`src/rtl/sdu_pkg.sv`:
```
// Shared types and constants for the serial debug unit UART receiver.
package sdu_pkg;

  typedef enum logic [2:0] {
    IDLE,
    START,
    DATA,
    PARITY,
    STOP,
    WAIT_IDLE
  } state_t;

  localparam int OVERSAMPLE = 16;
  localparam int MAJ_T0     = 7;
  localparam int MAJ_T1     = 8;
  localparam int MAJ_T2     = 9;

  function automatic int calc_div(input int clk_freq, input int baud);
    return clk_freq / (baud * OVERSAMPLE);
  endfunction

endpackage

```
`src/rtl/sdu_byte_fifo.sv`:
```
// Small synchronous byte FIFO; registered storage, no fall-through.
// A pop on a full FIFO frees the slot that a same-cycle push then takes.
module sdu_byte_fifo #(
  parameter int WIDTH = 8,
  parameter int DEPTH = 4
) (
  input  logic             clk,
  input  logic             rst,
  input  logic             push,
  input  logic [WIDTH-1:0] din,
  input  logic             pop,
  output logic [WIDTH-1:0] dout,
  output logic             full,
  output logic             empty
);

  localparam int AW = $clog2(DEPTH);

  logic [WIDTH-1:0] mem [DEPTH];
  logic [AW:0]      wr_ptr, rd_ptr;
  logic             do_pop, do_push;

  assign empty   = (wr_ptr == rd_ptr);
  assign full    = (wr_ptr[AW] != rd_ptr[AW]) && (wr_ptr[AW-1:0] == rd_ptr[AW-1:0]);
  assign do_pop  = pop & ~empty;
  assign do_push = push & (~full | do_pop);
  assign dout    = mem[rd_ptr[AW-1:0]];

  always_ff @(posedge clk) begin
    if (rst) begin
      wr_ptr <= '0;
      rd_ptr <= '0;
      for (int i = 0; i < DEPTH; i++) mem[i] <= '0;
    end else begin
      if (do_pop) rd_ptr <= rd_ptr + 1'b1;
      if (do_push) begin
        mem[wr_ptr[AW-1:0]] <= din;
        wr_ptr <= wr_ptr + 1'b1;
      end
    end
  end

endmodule

```
`src/rtl/sdu_uart_rx.sv`:
```
// 16x oversampling UART receiver (8N1; 8E1 when SDU_RX_PARITY_EN is defined)
// feeding a byte FIFO with a valid/ready output stream.
//
// state     | meaning
// IDLE      | line idle, waiting for a falling edge
// START     | qualifying the start bit (glitch filter)
// DATA      | shifting in 8 data bits, LSB first
// PARITY    | sampling the even-parity bit (parity build only)
// STOP      | sampling the stop bit, pushing the byte
// WAIT_IDLE | after a framing error, waiting for 16 high ticks
module sdu_uart_rx
  import sdu_pkg::*;
#(
  parameter int CLK_FREQ   = 100_000_000,
  parameter int BAUD       = 115200,
  parameter int FIFO_DEPTH = 4
) (
  input  logic       clk,
  input  logic       rst,
  input  logic       rxd,
  output logic [7:0] dout,
  output logic       dout_valid,
  input  logic       dout_ready,
  output logic       frame_err,
  output logic       overrun,
  output logic       busy
);

  localparam int            DIV      = calc_div(CLK_FREQ, BAUD);
  localparam int            DW       = (DIV > 1) ? $clog2(DIV) : 1;
  localparam logic [DW-1:0] DIV_LAST = DW'(DIV - 1);

  state_t        state;
  logic          rxd_s1, rxd_s2, rxd_q;
  logic [DW-1:0] div_cnt;
  logic [3:0]    samp_cnt, hi_cnt;
  logic [2:0]    bit_idx;
  logic [7:0]    shreg;
  logic          s_t0, s_t1, bit_val, push;
  logic          tick, fall, maj, mid_bit, end_bit, good_stop;
  logic          fifo_full, fifo_empty, pop;
`ifdef SDU_RX_PARITY_EN
  logic          par_err;
  assign good_stop = maj & ~par_err;
`else
  assign good_stop = maj;
`endif

  assign tick       = (div_cnt == DIV_LAST);
  assign fall       = rxd_q & ~rxd_s2;
  assign maj        = (s_t0 & s_t1) | (s_t0 & rxd_s2) | (s_t1 & rxd_s2);
  assign mid_bit    = tick && (samp_cnt == 4'(MAJ_T2));
  assign end_bit    = tick && (samp_cnt == 4'(OVERSAMPLE - 1));
  assign dout_valid = ~fifo_empty;
  assign pop        = dout_valid & dout_ready;
  assign busy       = (state != IDLE);

  always_ff @(posedge clk) begin
    if (rst) {rxd_s1, rxd_s2, rxd_q} <= 3'b111;
    else     {rxd_s1, rxd_s2, rxd_q} <= {rxd, rxd_s1, rxd_s2};
  end

  always_ff @(posedge clk) begin
    if (rst)                        div_cnt <= '0;
    else if (state == IDLE && fall) div_cnt <= '0;
    else if (tick)                  div_cnt <= '0;
    else                            div_cnt <= div_cnt + DW'(1);
  end

  always_ff @(posedge clk) begin
    if (rst) begin
      state     <= IDLE;
      samp_cnt  <= '0;
      hi_cnt    <= '0;
      bit_idx   <= '0;
      shreg     <= '0;
      s_t0      <= 1'b1;
      s_t1      <= 1'b1;
      bit_val   <= 1'b1;
      push      <= 1'b0;
      frame_err <= 1'b0;
`ifdef SDU_RX_PARITY_EN
      par_err   <= 1'b0;
`endif
    end else begin
      push      <= 1'b0;
      frame_err <= 1'b0;
      if (tick) begin
        samp_cnt <= samp_cnt + 4'd1;
        if (samp_cnt == 4'(MAJ_T0)) s_t0 <= rxd_s2;
        if (samp_cnt == 4'(MAJ_T1)) s_t1 <= rxd_s2;
      end
      if (mid_bit) bit_val <= maj;
      unique case (state)
        IDLE: if (fall) begin
          state    <= START;
          samp_cnt <= '0;
        end
        START: if (end_bit) begin
          if (bit_val) state <= IDLE;
          else begin
            state   <= DATA;
            bit_idx <= '0;
          end
        end
        DATA: begin
          if (mid_bit) shreg <= {maj, shreg[7:1]};
          if (end_bit) begin
            if (bit_idx == 3'd7) begin
`ifdef SDU_RX_PARITY_EN
              state <= PARITY;
`else
              state <= STOP;
`endif
            end else bit_idx <= bit_idx + 3'd1;
          end
        end
`ifdef SDU_RX_PARITY_EN
        PARITY: begin
          if (mid_bit) par_err <= maj ^ (^shreg);
          if (end_bit) state <= STOP;
        end
`endif
        // Decide at mid-stop so the next start edge is caught early.
        STOP: if (mid_bit) begin
          if (good_stop) begin
            push  <= 1'b1;
            state <= IDLE;
          end else begin
            frame_err <= 1'b1;
            hi_cnt    <= '0;
            state     <= maj ? IDLE : WAIT_IDLE;
          end
        end
        WAIT_IDLE: if (tick) begin
          if (!rxd_s2)              hi_cnt <= '0;
          else if (hi_cnt == 4'd15) state  <= IDLE;
          else                      hi_cnt <= hi_cnt + 4'd1;
        end
        default: state <= IDLE;
      endcase
    end
  end

  always_ff @(posedge clk) begin
    if (rst) overrun <= 1'b0;
    else     overrun <= push & fifo_full & ~pop;
  end

  sdu_byte_fifo #(.WIDTH(8), .DEPTH(FIFO_DEPTH)) u_fifo (
    .clk   (clk),
    .rst   (rst),
    .push  (push),
    .din   (shreg),
    .pop   (pop),
    .dout  (dout),
    .full  (fifo_full),
    .empty (fifo_empty)
  );

endmodule

```
`config.mk`:
```
export PLATFORM = sky130hd
export DESIGN_NAME = sdu_uart_rx
export DESIGN_NICKNAME = d
export VERILOG_FILES = /design/src/rtl/sdu_pkg.sv /design/src/rtl/sdu_byte_fifo.sv /design/src/rtl/sdu_uart_rx.sv
export SDC_FILE = /design/constraint.sdc
export NUM_CORES = 1
export LEC_CHECK = 0
export ABC_AREA = 0
export CAP_MARGIN = 20
export CORE_AREA = 2 2 83 85
export DETAILED_ROUTE_END_ITERATION = 8
export DIE_AREA = 0 0 85 87
export PLACE_DENSITY = 0.74
export SKIP_CTS_REPAIR_TIMING = 1
export SYNTH_ARGS = -nofsm -noshare
export SYNTH_HDL_FRONTEND = slang
export SYNTH_SLANG_ARGS = --single-unit
```
`constraint.sdc`:
```
create_clock -name clk -period 2.8 [get_ports clk]
set_input_delay 0.28 -clock clk [delete_from_list [all_inputs] [get_ports clk]]
set_output_delay 0.28 -clock clk [all_outputs]
set_load 0.05 [all_outputs]
```
### Word level (Yosys, flattened, before mapping)

Memories as Yosys holds them, arrays and structs flattened. A register that Yosys moved wholly into a read port is not among the register bits.
Cells that the tools add are included.
Widths: inputs -> output; s select.

| storage, ports and cells | value |
|---|---|
| logic and storage cells | 122 |
| memories | 1 |
| flip-flop bits (word level) | 43 |
| RAM bits | 32 |
| input bits | 4 |
| output and inout bits | 12 |

| operators by class | value |
|---|---|
| equal/unequal tests | 26 |
| mux-type cells | 37 |
| bitwise gates (word level) | 18 |
| add/subtract/negate cells | 6 |
| reductions and logical operators | 17 |

Memories:

| name | depth | width | rd ports | clocked after memory_dff | wr ports | line | text |
|---|---|---|---|---|---|---|---|
| u_fifo.mem | 4 | 8 | 1 | 1 | 4 | sdu_byte_fifo.sv:19 | `logic [WIDTH-1:0] mem [DEPTH];` |

Operators with widths:

| operator | number |
|---|---|
| $mux 3 | 13 |
| $mux 4 | 8 |
| $ne 2x2->1 const B | 11 |
| $eq 4x4->1 const B | 4 |
| $pmux 3 s5 | 1 |
| $reduce_and 5->1 | 2 |
| $add 3x1->3 const B | 3 |
| $and 1x1->1 | 9 |
| $eq 3x3->1 const B | 3 |
| $add 4x1->4 const B | 2 |
| $mux 1 | 8 |
| $mux 2 | 4 |
| $mux 8 | 1 |
| $pmux 4 s2 | 1 |
| $reduce_and 8->1 | 1 |
| $reduce_or 8->1 | 1 |
| $add 6x1->6 const B | 1 |
| $eq 6x6->1 const B | 1 |
| $not 1->1 | 6 |
| $pmux 3 s2 | 1 |
| $reduce_and 2->1 | 3 |
| $reduce_or 3->1 | 2 |
| $eq 4x3->1 const B | 1 |
| $logic_and 1x1->1 | 4 |
| other kinds (10) | 13 |

### Depth between registers and ports, before layout

| logic depth | value |
|---|---|
| depth in word-level cells | 11 |
| gate-level depth with buffers | 7 |
| gate-level depth less buffers | 7 |

### Hierarchy

Synthesis repeated with hierarchy kept, for this count alone.

| unflattened totals | value |
|---|---|
| cells, all modules | 335 |
| area total of the unflattened synthesis | 3703.6 µm² |

Modules (own cells, without submodules):

| module | seq. area each (µm²) | cells each | instances | area an instance (µm²) |
|---|---|---|---|---|
| sdu_byte_fifo | 1121.1 | 144 | 1 | 1921.8 |
| sdu_uart_rx | 740.7 | 191 | 1 | 1781.7 |

### Least setup slack after synthesis

Ideal clock, no wire load.

| timing | value |
|---|---|
| kind | register to register |
| from | reg u_fifo.wr_ptr[0] |
| to | mem u_fifo.mem[1][0] (enable) |
| buffers on the path | 2 |
| cell stages (with the launch flop) | 8 |
| data arrival time | 1.762 ns |
| path slack | 0.768 ns |
| required time | 2.529 ns |
| cell sequence | dfxtp_1 xnor2_1 nand4b_1 and3_1 buf_2 and3b_1 clkbuf_1 or2_2 |

RTL lines:

| item | line | text |
|---|---|---|
| from (decl) | sdu_byte_fifo.sv:20 | `logic [AW:0] wr_ptr, rd_ptr;` |
| from (signal assigned) | sdu_byte_fifo.sv:38 | `wr_ptr <= wr_ptr + 1'b1;` |
| to (decl) | sdu_byte_fifo.sv:19 |  |

==> summary.md <==
| Metric | Value |
|---|---|
| Status | finished, final reports clean |
| Fin crit share | 0.916 |
| Inserted Clock Buffers | 9 |
| Post-Route WL | 5.73 mm |
| # fillers | 547 |
| Slew HR | 0.650 |
| Total GRT Usage | 0.171 |
| CP endpoint kind | output port |
| Arrival time worst endpoint | 2290 ps |
| Largest net degree at the start of global routing | 33 |
| CTS Sinks | 77 |
| Async SR Flop Fraction | 0 |
| Post-Syn Instances | 311 |
| Post-synthesis mux area share | 0.0871 |
| Die Ht | 87 um |
| Number of buffers added on ports | 15 |
| Total core area | 6570 sq um |
| Fraction of layout cells with a size suffix above 1 | 0.123 |
| H-tree levels | 3 |
| TNS Setup | 0 ps |
| First-pass GRT wire length | 9.73 mm |
| Yosys warns | 0 |
| Initial DRC count | 117 |
| RSZ-0062 raised after global routing | no |
| Max-Cap Viols | 0 |
| CTS clk-pin slew, worst paths | 70 ps |
| Ys flop type | dfxtp_1 |
| Vias | 2188 |
| Max clock buf depth | 2 |
| Synth Area in Compound Gates | 0.0519 |
| Chip width | 85 um |
| Seq/Total Area, Yosys | 0.540 |
| Antenna diodes | 0 |
| Total Nets Final | 342 |
| CTS tree | done |
| Worst slew pin tran | 524 ps |
| Area share of the largest cell type after synthesis | 0.279 |
| Final hold slack | 408 ps |
| Number of global-route vias before repair | 2086 |
| DIE AREA | 7400 sq um |
| CP Launch Type | register |
| 1st-pass router iterations | 4 |
| Post-synth EDFFs | 32 |
| Fin cells | 413 |
| Routed WL per cell | 13.9 um |
| DR DRC count | 0 |
| Reg area | 1860 sq um |
| Post-Syn Area | 3450 sq um |
| Post-DRT Antenna Nets | 0 |
| Largest family of logic cells by synthesized area | simple AND/OR/NAND/NOR gates |
| Cells after DPL | 397 |
| Pleak | 1.43 nW |
| Synth area leader | edfxtp_1 |
| Worst-skew pair later-pin latency | 340 ps |
| Slew Viols, Final | 0 |
| Yosys cell types | 44 |
| Fin Clk Skew | 6.94 ps |
| GR Overflow Total | 0 |
| Ports | 16 |
| Gp weighted congestion | 0.841 |
| Hold Vio Cnt, Final | 0 |
| Post-Synth Adder-Cell Area | 0.0395 |
| Maximum vdd drop | 0.285 mV |
| Cell Pwr Density | 534 nW/um^2 |
| Avg Inst Size Synth | 11.1 sq um |
| Vias per cell | 5.30 |
| Ranking of synthesized cells by area | edfxtp_1 (28%), dfxtp_1 (26%), and2_1 (5.8%), mux4_2 (5.2%), ha_1 (3.6%) |
| Crit path kind | register to output port |
| #FFs+latches synth | 77 |
| Rows | 30 |
| Hpwl dp | 4.05 mm |
| Setup-failing EPs final | 0 |
| Starting density of the core | 0.525 |
| Max Freq | 0.390 GHz |
| Crit path max fanout | 8 |
| CP required | 2520 ps |
| Hold crit path type | register to register |
| Clock root buffer | clkbuf_8 |
| Synthesis-to-layout area growth | 11.2% |
| Simple-gate area share of the yosys netlist | 0.222 |
| Min Tclk post-route | 2570 ps |
| Area of the multi-input gates | 1500 sq um |
| Initial antenna violation count | 0 |
| Syn Nets | 325 |
| Post-Synth XOR/XNOR Area | 0.0355 |
## sequential cells by signal, indices dropped and copies added, names as in the netlist, named ones only
signal         flops
s_t0               1
push               1
rxd_s1             1
rxd_s2             1
u_fifo.rd_ptr      3
u_fifo.wr_ptr      3
u_fifo.mem        32
shreg              8
bit_idx            3
s_t1               1
bit_val            1
hi_cnt             4
rxd_q              1
samp_cnt           4
div_cnt            6
frame_err          1
overrun            1
state              3
## cell families (layout without fill, tap and decap cells)
logic type,after synthesis,count (layout)
AO/OA/AOI/OAI,29,29
buffers and inverters,22,44
flip-flops,77,77
AND/OR/NAND/NOR,138,138
multiplexers,20,20
adder cells (fa/ha/maj),11,11
XOR/XNOR,14,14
## power by group
part | switching [mW] | internal, mW
clock | 0.367 | 0.328
combinational | 0.0820 | 0.0515
sequential | 0.0206 | 1.20
total | 0.470 | 1.58
## per-stage QoR
stage               instance area (sq um)  worst slack [ps]  total power, mW   util
floorplan                            3450               768             1.33      -
global placement                     3680               496             1.37  0.560
detailed placement                   3680               364             1.38  0.560
CTS                                  3840               189             2.07  0.584
global route                         3840               129             2.13  0.584
finish                               3840               234             2.05  0.584
## final timing paths
kind,endpoint,slack (ps),cells past startpoint,start
setup / recovery,dout[0],230,2,register
hold / removal,rxd_s2,410,1,rxd_s1
setup reg to reg,u_fifo.mem[0][1],570,5,u_fifo.wr_ptr[0]
hold reg to reg,rxd_s2,410,1,rxd_s1
## layout make-up
cell class              count  area share
repair buffers             19      0.0470
multi-input cells         212       0.392
well taps                  80      0.0261
clock buffers              13      0.0372
inverters                   9     0.00881
clock inverters             3     0.00391
flip-flops and latches     77       0.485
## Yosys cell counts (3+ instances only)
library cell,instances
ha_1,10
and2_1,32
mux2i_1,12
inv_1,9
nor2b_1,3
or2_2,8
nand2_1,21
mux4_2,8
a21oi_1,14
or3_1,5
xor2_1,9
nand4_1,4
xnor2_1,5
o21ai_0,7
clkbuf_1,10
dfxtp_1,45
edfxtp_1,32
nor2_1,29
nand3_1,13
## worst max-delay path, cell delays in order (launching register included)
cell and delay, ps:
dfxtp_1 650, mux4_2 580, clkdlybuf4s50_1 710
## placed cells by master (no fill, tap or decap), types with 3 or more instances in the layout
cell type,instances
a21oi_1,14
and2_1,32
buf_4,4
clkbuf_1,3
clkbuf_8,9
clkdlybuf4s50_1,15
clkinv_2,3
dfxtp_1,45
edfxtp_1,32
ha_1,10
inv_1,9
mux2i_1,12
mux4_2,8
nand2_1,21
nand3_1,13
nand4_1,4
nor2_1,29
nor2b_1,3
o21ai_0,7
or2_2,8
or3_1,5
xnor2_1,5
xor2_1,9
## per-layer routing
layer | vias to the layer above | track usage | part of all wire
li1 | 1120 | - | -
met1 | 1024 | 0.209 | 0.46
met2 | 35 | 0.285 | 0.49
met3 | 9 | 0.0370 | 0.029
met4 | 0 | 0.0909 | 0.020
met5 | - | 0 | 0
(Power assumes the default switching activity.)
